===== src/rtl/toy_bus_req_arb2_if.sv =====
// toy_bus_req_arb2_if: request/ack bundle for both core-side ports and the network-side port
interface toy_bus_req_arb2_if;
    logic         in0_req_vld;
    logic         in0_req_rdy;
    logic [31:0]  in0_req_addr;
    logic [255:0] in0_req_data;
    logic [31:0]  in0_req_strb;
    logic         in0_req_opcode;
    logic [3:0]   in0_req_tgt_id;
    logic [9:0]   in0_req_sideband;
    logic         in0_ack_vld;
    logic         in0_ack_rdy;
    logic [255:0] in0_ack_data;
    logic [9:0]   in0_ack_sideband;
    logic         in1_req_vld;
    logic         in1_req_rdy;
    logic [31:0]  in1_req_addr;
    logic [255:0] in1_req_data;
    logic [31:0]  in1_req_strb;
    logic         in1_req_opcode;
    logic [3:0]   in1_req_tgt_id;
    logic [9:0]   in1_req_sideband;
    logic         in1_ack_vld;
    logic         in1_ack_rdy;
    logic [255:0] in1_ack_data;
    logic [9:0]   in1_ack_sideband;
    logic         out0_req_vld;
    logic         out0_req_rdy;
    logic [31:0]  out0_req_addr;
    logic [255:0] out0_req_data;
    logic [31:0]  out0_req_strb;
    logic         out0_req_opcode;
    logic [3:0]   out0_req_tgt_id;
    logic [9:0]   out0_req_sideband;
    logic [3:0]   out0_req_src_id;
    logic         out0_ack_vld;
    logic         out0_ack_rdy;
    logic         out0_ack_opcode;
    logic [255:0] out0_ack_data;
    logic [9:0]   out0_ack_sideband;
    logic [3:0]   out0_ack_src_id;
    logic [3:0]   out0_ack_tgt_id;

    modport slave (
        input  in0_req_vld, in0_req_addr, in0_req_data, in0_req_strb, in0_req_opcode,
               in0_req_tgt_id, in0_req_sideband, in0_ack_rdy,
               in1_req_vld, in1_req_addr, in1_req_data, in1_req_strb, in1_req_opcode,
               in1_req_tgt_id, in1_req_sideband, in1_ack_rdy,
               out0_req_rdy, out0_ack_vld, out0_ack_opcode, out0_ack_data,
               out0_ack_sideband, out0_ack_src_id, out0_ack_tgt_id,
        output in0_req_rdy, in0_ack_vld, in0_ack_data, in0_ack_sideband,
               in1_req_rdy, in1_ack_vld, in1_ack_data, in1_ack_sideband,
               out0_req_vld, out0_req_addr, out0_req_data, out0_req_strb, out0_req_opcode,
               out0_req_tgt_id, out0_req_sideband, out0_req_src_id, out0_ack_rdy
    );

    modport master (
        output in0_req_vld, in0_req_addr, in0_req_data, in0_req_strb, in0_req_opcode,
               in0_req_tgt_id, in0_req_sideband, in0_ack_rdy,
               in1_req_vld, in1_req_addr, in1_req_data, in1_req_strb, in1_req_opcode,
               in1_req_tgt_id, in1_req_sideband, in1_ack_rdy,
               out0_req_rdy, out0_ack_vld, out0_ack_opcode, out0_ack_data,
               out0_ack_sideband, out0_ack_src_id, out0_ack_tgt_id,
        input  in0_req_rdy, in0_ack_vld, in0_ack_data, in0_ack_sideband,
               in1_req_rdy, in1_ack_vld, in1_ack_data, in1_ack_sideband,
               out0_req_vld, out0_req_addr, out0_req_data, out0_req_strb, out0_req_opcode,
               out0_req_tgt_id, out0_req_sideband, out0_req_src_id, out0_ack_rdy
    );
endinterface


===== src/rtl/toy_bus_req_arb2.sv =====
// toy_bus_req_arb2: round-robin 2:1 request arbiter with registered output slot and ack demux
module toy_bus_req_arb2 #(
    parameter logic [3:0] SRC_ID0 = 4'd0,
    parameter logic [3:0] SRC_ID1 = 4'd1,
    parameter int         MAX_OST = 4
) (
    input  logic                  clk,
    input  logic                  rst_n,
    toy_bus_req_arb2_if.slave     bus,
    output logic                  err_ack
);
    localparam logic [3:0] MAX = 4'(MAX_OST);

    logic       rr;
    logic [3:0] ost0, ost1;
    logic       slot_free, elig0, elig1, win0, win1, acc0, acc1;
    logic       sel0, sel1, hs0, hs1, dec0, dec1, unroutable;
    logic       unused_ack;

    assign slot_free = !bus.out0_req_vld || bus.out0_req_rdy;
    assign elig0     = bus.in0_req_vld && ost0 < MAX;
    assign elig1     = bus.in1_req_vld && ost1 < MAX;
    assign win0      = elig0 && (!elig1 || !rr);
    assign win1      = elig1 && (!elig0 || rr);
    assign bus.in0_req_rdy = slot_free && win0;
    assign bus.in1_req_rdy = slot_free && win1;
    assign acc0      = bus.in0_req_rdy;
    assign acc1      = bus.in1_req_rdy;

    assign sel0 = bus.out0_ack_tgt_id == SRC_ID0;
    assign sel1 = !sel0 && bus.out0_ack_tgt_id == SRC_ID1;
    assign bus.in0_ack_vld      = bus.out0_ack_vld && sel0;
    assign bus.in1_ack_vld      = bus.out0_ack_vld && sel1;
    assign bus.in0_ack_data     = bus.out0_ack_data;
    assign bus.in1_ack_data     = bus.out0_ack_data;
    assign bus.in0_ack_sideband = bus.out0_ack_sideband;
    assign bus.in1_ack_sideband = bus.out0_ack_sideband;
    assign bus.out0_ack_rdy     = sel0 ? bus.in0_ack_rdy : sel1 ? bus.in1_ack_rdy : 1'b1;
    assign hs0        = bus.in0_ack_vld && bus.in0_ack_rdy;
    assign hs1        = bus.in1_ack_vld && bus.in1_ack_rdy;
    assign dec0       = hs0 && ost0 != 4'd0;
    assign dec1       = hs1 && ost1 != 4'd0;
    assign unroutable = bus.out0_ack_vld && !sel0 && !sel1;
    assign unused_ack = ^{bus.out0_ack_opcode, bus.out0_ack_src_id};

    // output slot: refill on accept, drain when the network takes it, hold otherwise
    always_ff @(posedge clk or negedge rst_n) begin
        if (!rst_n) begin
            bus.out0_req_vld      <= 1'b0;
            bus.out0_req_addr     <= '0;
            bus.out0_req_data     <= '0;
            bus.out0_req_strb     <= '0;
            bus.out0_req_opcode   <= 1'b0;
            bus.out0_req_tgt_id   <= '0;
            bus.out0_req_sideband <= '0;
            bus.out0_req_src_id   <= '0;
        end else if (acc0 || acc1) begin
            bus.out0_req_vld      <= 1'b1;
            bus.out0_req_addr     <= acc1 ? bus.in1_req_addr : bus.in0_req_addr;
            bus.out0_req_data     <= acc1 ? bus.in1_req_data : bus.in0_req_data;
            bus.out0_req_strb     <= acc1 ? bus.in1_req_strb : bus.in0_req_strb;
            bus.out0_req_opcode   <= acc1 ? bus.in1_req_opcode : bus.in0_req_opcode;
            bus.out0_req_tgt_id   <= acc1 ? bus.in1_req_tgt_id : bus.in0_req_tgt_id;
            bus.out0_req_sideband <= acc1 ? bus.in1_req_sideband : bus.in0_req_sideband;
            bus.out0_req_src_id   <= acc1 ? SRC_ID1 : SRC_ID0;
        end else if (bus.out0_req_rdy) begin
            bus.out0_req_vld      <= 1'b0;
        end
    end

    // round-robin pointer hands priority to the other requester after each accept,
    // outstanding counters saturate at zero on unexpected acks, err_ack is sticky
    always_ff @(posedge clk or negedge rst_n) begin
        if (!rst_n) begin
            rr      <= 1'b0;
            ost0    <= '0;
            ost1    <= '0;
            err_ack <= 1'b0;
        end else begin
            rr      <= acc0 ? 1'b1 : acc1 ? 1'b0 : rr;
            ost0    <= ost0 + {3'b0, acc0} - {3'b0, dec0};
            ost1    <= ost1 + {3'b0, acc1} - {3'b0, dec1};
            err_ack <= err_ack || unroutable || (hs0 && ost0 == 4'd0) || (hs1 && ost1 == 4'd0);
        end
    end
endmodule


===== src/flat_wrapper.sv =====
// flat-port wrapper written by rule: the top's interface ports become plain ports
module toy_bus_req_arb2_flat 
#(
    parameter logic [3:0] SRC_ID0 = 4'd0,
    parameter logic [3:0] SRC_ID1 = 4'd1,
    parameter int         MAX_OST = 4
)
  (clk, rst_n, err_ack, bus_in0_req_vld, bus_in0_req_addr, bus_in0_req_data, bus_in0_req_strb, bus_in0_req_opcode, bus_in0_req_tgt_id, bus_in0_req_sideband, bus_in0_ack_rdy, bus_in1_req_vld, bus_in1_req_addr, bus_in1_req_data, bus_in1_req_strb, bus_in1_req_opcode, bus_in1_req_tgt_id, bus_in1_req_sideband, bus_in1_ack_rdy, bus_out0_req_rdy, bus_out0_ack_vld, bus_out0_ack_opcode, bus_out0_ack_data, bus_out0_ack_sideband, bus_out0_ack_src_id, bus_out0_ack_tgt_id, bus_in0_req_rdy, bus_in0_ack_vld, bus_in0_ack_data, bus_in0_ack_sideband, bus_in1_req_rdy, bus_in1_ack_vld, bus_in1_ack_data, bus_in1_ack_sideband, bus_out0_req_vld, bus_out0_req_addr, bus_out0_req_data, bus_out0_req_strb, bus_out0_req_opcode, bus_out0_req_tgt_id, bus_out0_req_sideband, bus_out0_req_src_id, bus_out0_ack_rdy);
  toy_bus_req_arb2_if bus_i ();
  input  logic clk;
  input  logic rst_n;
  output logic err_ack;
  input wire logic [$bits(bus_i.in0_req_vld)-1:0] bus_in0_req_vld;
  input wire logic [$bits(bus_i.in0_req_addr)-1:0] bus_in0_req_addr;
  input wire logic [$bits(bus_i.in0_req_data)-1:0] bus_in0_req_data;
  input wire logic [$bits(bus_i.in0_req_strb)-1:0] bus_in0_req_strb;
  input wire logic [$bits(bus_i.in0_req_opcode)-1:0] bus_in0_req_opcode;
  input wire logic [$bits(bus_i.in0_req_tgt_id)-1:0] bus_in0_req_tgt_id;
  input wire logic [$bits(bus_i.in0_req_sideband)-1:0] bus_in0_req_sideband;
  input wire logic [$bits(bus_i.in0_ack_rdy)-1:0] bus_in0_ack_rdy;
  input wire logic [$bits(bus_i.in1_req_vld)-1:0] bus_in1_req_vld;
  input wire logic [$bits(bus_i.in1_req_addr)-1:0] bus_in1_req_addr;
  input wire logic [$bits(bus_i.in1_req_data)-1:0] bus_in1_req_data;
  input wire logic [$bits(bus_i.in1_req_strb)-1:0] bus_in1_req_strb;
  input wire logic [$bits(bus_i.in1_req_opcode)-1:0] bus_in1_req_opcode;
  input wire logic [$bits(bus_i.in1_req_tgt_id)-1:0] bus_in1_req_tgt_id;
  input wire logic [$bits(bus_i.in1_req_sideband)-1:0] bus_in1_req_sideband;
  input wire logic [$bits(bus_i.in1_ack_rdy)-1:0] bus_in1_ack_rdy;
  input wire logic [$bits(bus_i.out0_req_rdy)-1:0] bus_out0_req_rdy;
  input wire logic [$bits(bus_i.out0_ack_vld)-1:0] bus_out0_ack_vld;
  input wire logic [$bits(bus_i.out0_ack_opcode)-1:0] bus_out0_ack_opcode;
  input wire logic [$bits(bus_i.out0_ack_data)-1:0] bus_out0_ack_data;
  input wire logic [$bits(bus_i.out0_ack_sideband)-1:0] bus_out0_ack_sideband;
  input wire logic [$bits(bus_i.out0_ack_src_id)-1:0] bus_out0_ack_src_id;
  input wire logic [$bits(bus_i.out0_ack_tgt_id)-1:0] bus_out0_ack_tgt_id;
  output wire logic [$bits(bus_i.in0_req_rdy)-1:0] bus_in0_req_rdy;
  output wire logic [$bits(bus_i.in0_ack_vld)-1:0] bus_in0_ack_vld;
  output wire logic [$bits(bus_i.in0_ack_data)-1:0] bus_in0_ack_data;
  output wire logic [$bits(bus_i.in0_ack_sideband)-1:0] bus_in0_ack_sideband;
  output wire logic [$bits(bus_i.in1_req_rdy)-1:0] bus_in1_req_rdy;
  output wire logic [$bits(bus_i.in1_ack_vld)-1:0] bus_in1_ack_vld;
  output wire logic [$bits(bus_i.in1_ack_data)-1:0] bus_in1_ack_data;
  output wire logic [$bits(bus_i.in1_ack_sideband)-1:0] bus_in1_ack_sideband;
  output wire logic [$bits(bus_i.out0_req_vld)-1:0] bus_out0_req_vld;
  output wire logic [$bits(bus_i.out0_req_addr)-1:0] bus_out0_req_addr;
  output wire logic [$bits(bus_i.out0_req_data)-1:0] bus_out0_req_data;
  output wire logic [$bits(bus_i.out0_req_strb)-1:0] bus_out0_req_strb;
  output wire logic [$bits(bus_i.out0_req_opcode)-1:0] bus_out0_req_opcode;
  output wire logic [$bits(bus_i.out0_req_tgt_id)-1:0] bus_out0_req_tgt_id;
  output wire logic [$bits(bus_i.out0_req_sideband)-1:0] bus_out0_req_sideband;
  output wire logic [$bits(bus_i.out0_req_src_id)-1:0] bus_out0_req_src_id;
  output wire logic [$bits(bus_i.out0_ack_rdy)-1:0] bus_out0_ack_rdy;
  assign bus_i.in0_req_vld = bus_in0_req_vld;
  assign bus_i.in0_req_addr = bus_in0_req_addr;
  assign bus_i.in0_req_data = bus_in0_req_data;
  assign bus_i.in0_req_strb = bus_in0_req_strb;
  assign bus_i.in0_req_opcode = bus_in0_req_opcode;
  assign bus_i.in0_req_tgt_id = bus_in0_req_tgt_id;
  assign bus_i.in0_req_sideband = bus_in0_req_sideband;
  assign bus_i.in0_ack_rdy = bus_in0_ack_rdy;
  assign bus_i.in1_req_vld = bus_in1_req_vld;
  assign bus_i.in1_req_addr = bus_in1_req_addr;
  assign bus_i.in1_req_data = bus_in1_req_data;
  assign bus_i.in1_req_strb = bus_in1_req_strb;
  assign bus_i.in1_req_opcode = bus_in1_req_opcode;
  assign bus_i.in1_req_tgt_id = bus_in1_req_tgt_id;
  assign bus_i.in1_req_sideband = bus_in1_req_sideband;
  assign bus_i.in1_ack_rdy = bus_in1_ack_rdy;
  assign bus_i.out0_req_rdy = bus_out0_req_rdy;
  assign bus_i.out0_ack_vld = bus_out0_ack_vld;
  assign bus_i.out0_ack_opcode = bus_out0_ack_opcode;
  assign bus_i.out0_ack_data = bus_out0_ack_data;
  assign bus_i.out0_ack_sideband = bus_out0_ack_sideband;
  assign bus_i.out0_ack_src_id = bus_out0_ack_src_id;
  assign bus_i.out0_ack_tgt_id = bus_out0_ack_tgt_id;
  assign bus_in0_req_rdy = bus_i.in0_req_rdy;
  assign bus_in0_ack_vld = bus_i.in0_ack_vld;
  assign bus_in0_ack_data = bus_i.in0_ack_data;
  assign bus_in0_ack_sideband = bus_i.in0_ack_sideband;
  assign bus_in1_req_rdy = bus_i.in1_req_rdy;
  assign bus_in1_ack_vld = bus_i.in1_ack_vld;
  assign bus_in1_ack_data = bus_i.in1_ack_data;
  assign bus_in1_ack_sideband = bus_i.in1_ack_sideband;
  assign bus_out0_req_vld = bus_i.out0_req_vld;
  assign bus_out0_req_addr = bus_i.out0_req_addr;
  assign bus_out0_req_data = bus_i.out0_req_data;
  assign bus_out0_req_strb = bus_i.out0_req_strb;
  assign bus_out0_req_opcode = bus_i.out0_req_opcode;
  assign bus_out0_req_tgt_id = bus_i.out0_req_tgt_id;
  assign bus_out0_req_sideband = bus_i.out0_req_sideband;
  assign bus_out0_req_src_id = bus_i.out0_req_src_id;
  assign bus_out0_ack_rdy = bus_i.out0_ack_rdy;
  toy_bus_req_arb2 #(.SRC_ID0(SRC_ID0), .SRC_ID1(SRC_ID1), .MAX_OST(MAX_OST)) u_core (.clk(clk), .rst_n(rst_n), .bus(bus_i), .err_ack(err_ack));
endmodule

===== config.mk =====
export PLATFORM = sky130hd
export DESIGN_NAME = toy_bus_req_arb2_flat
export DESIGN_NICKNAME = d
export VERILOG_FILES = /design/src/rtl/toy_bus_req_arb2_if.sv /design/src/rtl/toy_bus_req_arb2.sv /design/src/flat_wrapper.sv
export SDC_FILE = /design/constraint.sdc
export NUM_CORES = 1
export LEC_CHECK = 0
export BUFFER_PORTS_ARGS = -buffer_cell sky130_fd_sc_hd__buf_2
export CORE_AREA = 2 2 715 717
export CTS_CLUSTER_SIZE = 10
export DETAILED_ROUTE_END_ITERATION = 8
export DIE_AREA = 0 0 717 719
export GPL_ROUTABILITY_DRIVEN = 0
export MAX_ROUTING_LAYER = met4
export SETUP_SLACK_MARGIN = 0.15
export SYNTH_ARGS = -nofsm -noshare
export SYNTH_HDL_FRONTEND = slang
export SYNTH_SLANG_ARGS = --single-unit

===== constraint.sdc =====
create_clock -name clk -period 5 [get_ports clk]
set_input_delay 1 -clock clk [delete_from_list [all_inputs] [get_ports clk]]
set_output_delay 1 -clock clk [all_outputs]
set_load 0.02 [all_outputs]

==> results.cfg, run 1 <==
[status]
status = complete, no violations

[final_layout]
drive_above_1_share_pct = 52.0
postLayoutCellArea_um2 = 32700
fill_cells = 59509
area_delta_synth_final_pct = 54.4
most-common-layout-cells = buf_2, dfrtp_1, a21o_1
fin_nets = 3338
stdcell_count = 9289
multi_input_area_um2 = 7530
seq_area_um2 = 8680
final_common_cell = buf_2

[clock_network]
clk_pin_slew_ns = 0.06
clk_path_buf_depth = 3
clock_sinks = 347
root_buffer = clkbuf_16
cts_max_level = 2
cts_resized = 0
cts_hold_buf = 0
post_cts_buffers = 0
cts_tree = built
clkLatencyLatePin_ns = 0.78
numCtsBuffers = 55

[setup_path]
cp.required_ns = 4.00
arrival_ns = 2.66
path_class = flop to output port
cp-startpoint = u_core.ost1[2]$_DFF_PN0_
timing.rr.start = u_core.ost1[2]$_DFF_PN0_
end_kind = output port
startpoint_type = flop
path_max_fanout = 18

[die]
die_x_um = 717
initial_utilization_pct = 4.17
core_um2 = 508000
rows = 262
ioPinCount = 1831
die_y_um = 719
dieArea_um2 = 516000

[placement]
portBuffers = 1024
dp.cells = 9047
placed_area_um2 = 30500
dpl.hpwl_um = 330000

[job]
cap_violations = 0

[yosys]
synthCells = 1954
synth_area_um2 = 21200
synth-seq-cells = 347
ys_seq_area_share_pct = 41.0
avgSynthCellArea_um2 = 10.8
synth_ff_type = dfrtp_1
synth.distinct_cells = 35
async_flop_share_pct = 100
synth_edf_count = 0
ys_warn_count = 0

[global_routing]
antenna_found_initial = 244
grt_max_degree = 125
grt_pass1_vias = 19707
track_usage_pct = 14.0
overflow = 0
grt_pass1_wl_um = 411000

[timing]
tightest_slew_ns = 1.13
finalClockSkew_ns = 0.0499
hold_viol = 0
whs_ns = 0.203
slew_headroom_pct = 24.8
rsz0062_at_grt = no
setup-violations-final = 0
setup_tns_ns = 0
fmax_mhz = 273
fin_crit_ns = 3.66
maxSlewViolCount = 0
fin_crit_sh_pct = 73.3

[detailed_routing]
avgViaCountPerCell = 2.27
drc = 0
wl_per_cell_um = 39.3
drt_first_pass_iters = 6
drt_iter0_markers = 1913
num_vias = 21120
antenna_left = 0
wirelength_um = 365000

[power]
power_density_nw_per_um2 = 705
intPower_uw = 10400
vdd_drop_max_v = 0.000494
switchingPower_uw = 12700
swShare_pct = 55.1
clock_power_share_pct = 18.9
total_power_uw = 23100
combPwrFrac_pct = 58.9
seqPwrFrac_pct = 22.1
leakage_uw = 0.0118

[min_path]
hp-class = primary input to async pin
stage by stage:
stage          util, %  setup slack, ns
2_1_floorplan        -             1.86
3_3_place_gp      6.00             1.55
3_5_place_dp      6.00             1.56
4_1_cts           6.37             1.20
5_1_grt           6.44             1.18
6_report          6.44             1.34
final timing paths:
check / end / slack, ns / depth (start not counted)
min: u_core.bus.out0_req_data[97]$_DFFE_PN0P_ / 0.20 / 1
max: bus_in1_req_rdy / 1.34 / 6
max in group asynchronous: u_core.bus.out0_req_data[141]$_DFFE_PN0P_ / 3.56 / 3
max reg2reg: u_core.bus.out0_req_data[134]$_DFFE_PN0P_ / 2.07 / 7
min in group clk: u_core.bus.out0_req_data[70]$_DFFE_PN0P_ / 0.48 / 2
min reg2reg: u_core.err_ack$_DFF_PN0_ / 0.50 / 1
power by group through the flow:
stage / sequential, uW / combinational (uW) / clock, uW
after floorplan: 6640 / 4950 / 0
after detailed placement: 5060 / 13800 / 0
after global placement: 5050 / 13700 / 0
after global routing: 5260 / 14500 / 4610
final: 5110 / 13600 / 4370
after CTS: 5080 / 13800 / 4560
layout make-up:
| cell class | count | share of cell area (%) |
|---|---|---|
| flip-flops and latches | 347 | 26.5 |
| well taps | 6732 | 25.7 |
| multi-input cells | 877 | 23.0 |
| repair buffers | 1078 | 17.7 |
| clock buffers | 77 | 4.80 |
| diodes | 140 | 1.07 |
| clock inverters | 25 | 1.01 |
| inverters | 13 | 0.149 |
state kept, by name, summed over array words and instances, names as in the netlist, 4 cells and up:
name,cells
u_core.bus.out0_req_data,256
u_core.bus.out0_req_addr,32
u_core.bus.out0_req_strb,32
u_core.bus.out0_req_sideband,10
u_core.bus.out0_req_tgt_id,4
u_core.ost0,4
u_core.ost1,4
critical path: stages (launching register included):
cell and delay, ns:
dfrtp_1 0.37, inv_1 0.08, ha_1 0.33, nand2_4 0.24, or3_4 0.56, inv_1 0.11
buf_2 0.18
kinds of logic (layout without fill, tap and decap cells):
family | after synthesis | after routing | share of synthesized area [%]
adders and majority gates | 13 | 13 | 0.839
xor gates and xnor gates | 4 | 4 | 0.165
and+or+nand+nor | 174 | 174 | 4.59
buffers and inverters | 732 | 1193 | 23.8
DFF | 347 | 347 | 41.0
other | 1 | 143 | 0.0177
AOI/OAI and AO/OA | 683 | 683 | 29.6
per-layer routing:
layer	global-route usage, %	share of wire, %	up-vias
met5	-	0	-
met4	4.95	4.7	0
met3	17.6	28	690
met2	19.7	40	2603
met1	10.7	27	10045
li1	-	-	7782
synth_stat cells, types with 4 or more instances:
cell type	number	area, um2
buf_2	9	45.0
a21o_1	261	1960
clkbuf_1	131	492
buf_6	35	394
o221a_2	7	78.8
buf_4	537	4030
a21oi_1	78	390
xor2_1	4	35.0
inv_1	13	48.8
ha_1	11	138
nand2_1	5	18.8
o221a_1	252	2840
nor4_1	76	475
dfrtp_1	347	8680
a211oi_2	74	926
buf_1	7	26.3
nor3_1	79	395
a211oi_1	4	30.0
(Power assumes the default switching activity.)
==> inputs of run 2 (changes only) <==
CORE_AREA = 2 2 717 719   (was 2 2 715 717)
DIE_AREA = 0 0 719 721   (was 0 0 717 719)
clock period = 3.3 ns   (was 5 ns; I/O delays follow)
==> results.cfg, run 2 (synthesis results as in run 1) <==
[global_routing]
grt_pass1_wl_um = 406000
track_usage_pct = 13.7
antenna_found_initial = 251
grt_pass1_vias = 19696
grt_max_degree = 114
overflow = 0

[clock_network]
numCtsBuffers = 51
clk_path_buf_depth = 3
clkLatencyLatePin_ns = 0.79
clk_pin_slew_ns = 0.09
cts_max_level = 2
root_buffer = clkbuf_16
cts_tree = built
clock_sinks = 347

[die]
die_x_um = 719
dieArea_um2 = 518000
initial_utilization_pct = 4.15
ioPinCount = 1831
die_y_um = 721
core_um2 = 511000
rows = 263

[detailed_routing]
avgViaCountPerCell = 2.30
antenna_left = 0
wl_per_cell_um = 38.3
drt_iter0_markers = 2238
wirelength_um = 361000
num_vias = 21681
drc = 0
drt_first_pass_iters = 7

[final_layout]
most-common-layout-cells = buf_2, dfrtp_1, a21o_1
largest_reg_flops = 256
fin_nets = 3360
drive_above_1_share_pct = 52.4
stdcell_count = 9431
reg.largest.list = u_core.bus.out0_req_data x256, u_core.bus.out0_req_addr x32, u_core.bus.out0_req_strb x32
final_common_cell = buf_2
regMostFlops = u_core.bus.out0_req_data
area_delta_synth_final_pct = 56.2
final_core_util_pct = 6.47
postLayoutCellArea_um2 = 33100

[power]
power_density_nw_per_um2 = 1040
vdd_drop_max_v = 0.000552
combPwrFrac_pct = 59.8
clock_power_share_pct = 17.5
seqPwrFrac_pct = 22.7
leakage_uw = 0.0119
intPower_uw = 15400
switchingPower_uw = 18900
swShare_pct = 55.1

[setup_path]
path_max_fanout = 18
arrival_ns = 2.32
end_kind = output port
cp.required_ns = 2.64
path_class = flop to output port
startpoint_type = flop

[timing]
whs_ns = 0.140
rsz0062_at_grt = no
maxSlewViolCount = 0
finalClockSkew_ns = 0.0519
setup-violations-final = 0
hold_viol = 0
fin_crit_ns = 2.98
slew_headroom_pct = 25.7
tightest_slew_ns = 1.11
fmax_mhz = 336
fin_crit_sh_pct = 90.2

[job]
cap_violations = 0

[placement]
portBuffers = 1024
dpl.hpwl_um = 326000
placed_area_um2 = 30700
dp.cells = 9091

[min_path]
hp-class = primary input to flop

[status]
status = complete, no violations
[run 2: cell count changes in the layout (fill, tap and decap cells not counted), moves of 2 or more]
cell | previous run | this run
bufinv_16 | 5 | 3
inv_16 | 0 | 2
buf_12 | 19 | 25
clkbuf_16 | 56 | 51
ha_1 | 11 | 9
clkbuf_8 | 9 | 7
inv_6 | 3 | 6
buf_4 | 35 | 52
clkbuf_1 | 12 | 10
clkinv_4 | 5 | 3
clkinvlp_4 | 6 | 1
diode_2 | 140 | 245
[run 2: area by class of cell]
type                            count  area (um2)
Antenna cell                      245         613
Tap cell                         6757        8450
Multi-Input combinational cell    877        7540
Inverter                           13        48.8
Fill cell                       59978      478000
Timing Repair Buffer             1104        6100
Clock inverter                     20         241
Clock buffer                       68        1410
Sequential cell                   347        8680
[run 2: timing repair]
item	CTS	global route
setup buffers	4	1
endpoints found under the setup margin	1	1
gates cloned	1	0
endpoints found under the hold margin	40	0
resized for setup	3	1
hold buffers	1	0
pin swaps	2	1
[run 2: path summary, 6_finish.rpt]
kind	from	depth (start not counted)	endpoint	slack, ns
setup / recovery	u_core.bus.out0_req_vld$_DFFE_PN0P_	6	bus_in0_req_rdy	0.32
setup reg to reg	u_core.bus.out0_req_vld$_DFFE_PN0P_	10	u_core.ost1[2]$_DFF_PN0_	0.54
min in group asynchronous	rst_n	2	u_core.bus.out0_req_data[150]$_DFFE_PN0P_	0.44
hold reg to reg	u_core.ost1[0]$_DFF_PN0_	1	u_core.ost1[0]$_DFF_PN0_	0.52
max in group asynchronous	rst_n	4	u_core.bus.out0_req_addr[1]$_DFFE_PN0P_	1.68
hold / removal	bus_in0_req_data[152]	2	u_core.bus.out0_req_data[152]$_DFFE_PN0P_	0.14
[run 2: stage by stage]
| stage | setup TNS [ns] | setup slack, ns | total power [uW] |
|---|---|---|---|
| after floorplan | 0 | 0.498 | 17600 |
| after global placement | -0.124 | -0.0530 | 28400 |
| after detailed placement | 0 | 0.0478 | 28500 |
| after CTS | 0 | 0.0864 | 34900 |
| after global routing | 0 | 0.194 | 36200 |
| final | 0 | 0.324 | 34300 |
[run 2: worst max-delay path, stage by stage (launching register included)]
cell	delay [ns]
dfrtp_1	0.47
nor2b_4	0.17
buf_12	0.13
a211o_4	0.34
buf_16	0.19
inv_1	0.08
buf_2	0.16
[run 2: routing by layer]
layer  up-vias  part of all wire, %  track usage, %
met5         -                    0               -
met4         0                  6.0            6.60
met3       770                   25            15.4
met2      2746                   39            18.1
met1     10211                   30            11.9
li1       7954                    -               -
[run 2: power by group through the flow]
stage	clock, uW	sequential (uW)	combinational (uW)
floorplan	0	10100	7500
global placement	0	7690	20700
detailed placement	0	7730	20800
CTS	6270	7740	20900
global route	6320	8000	21900
finish	6000	7800	20500
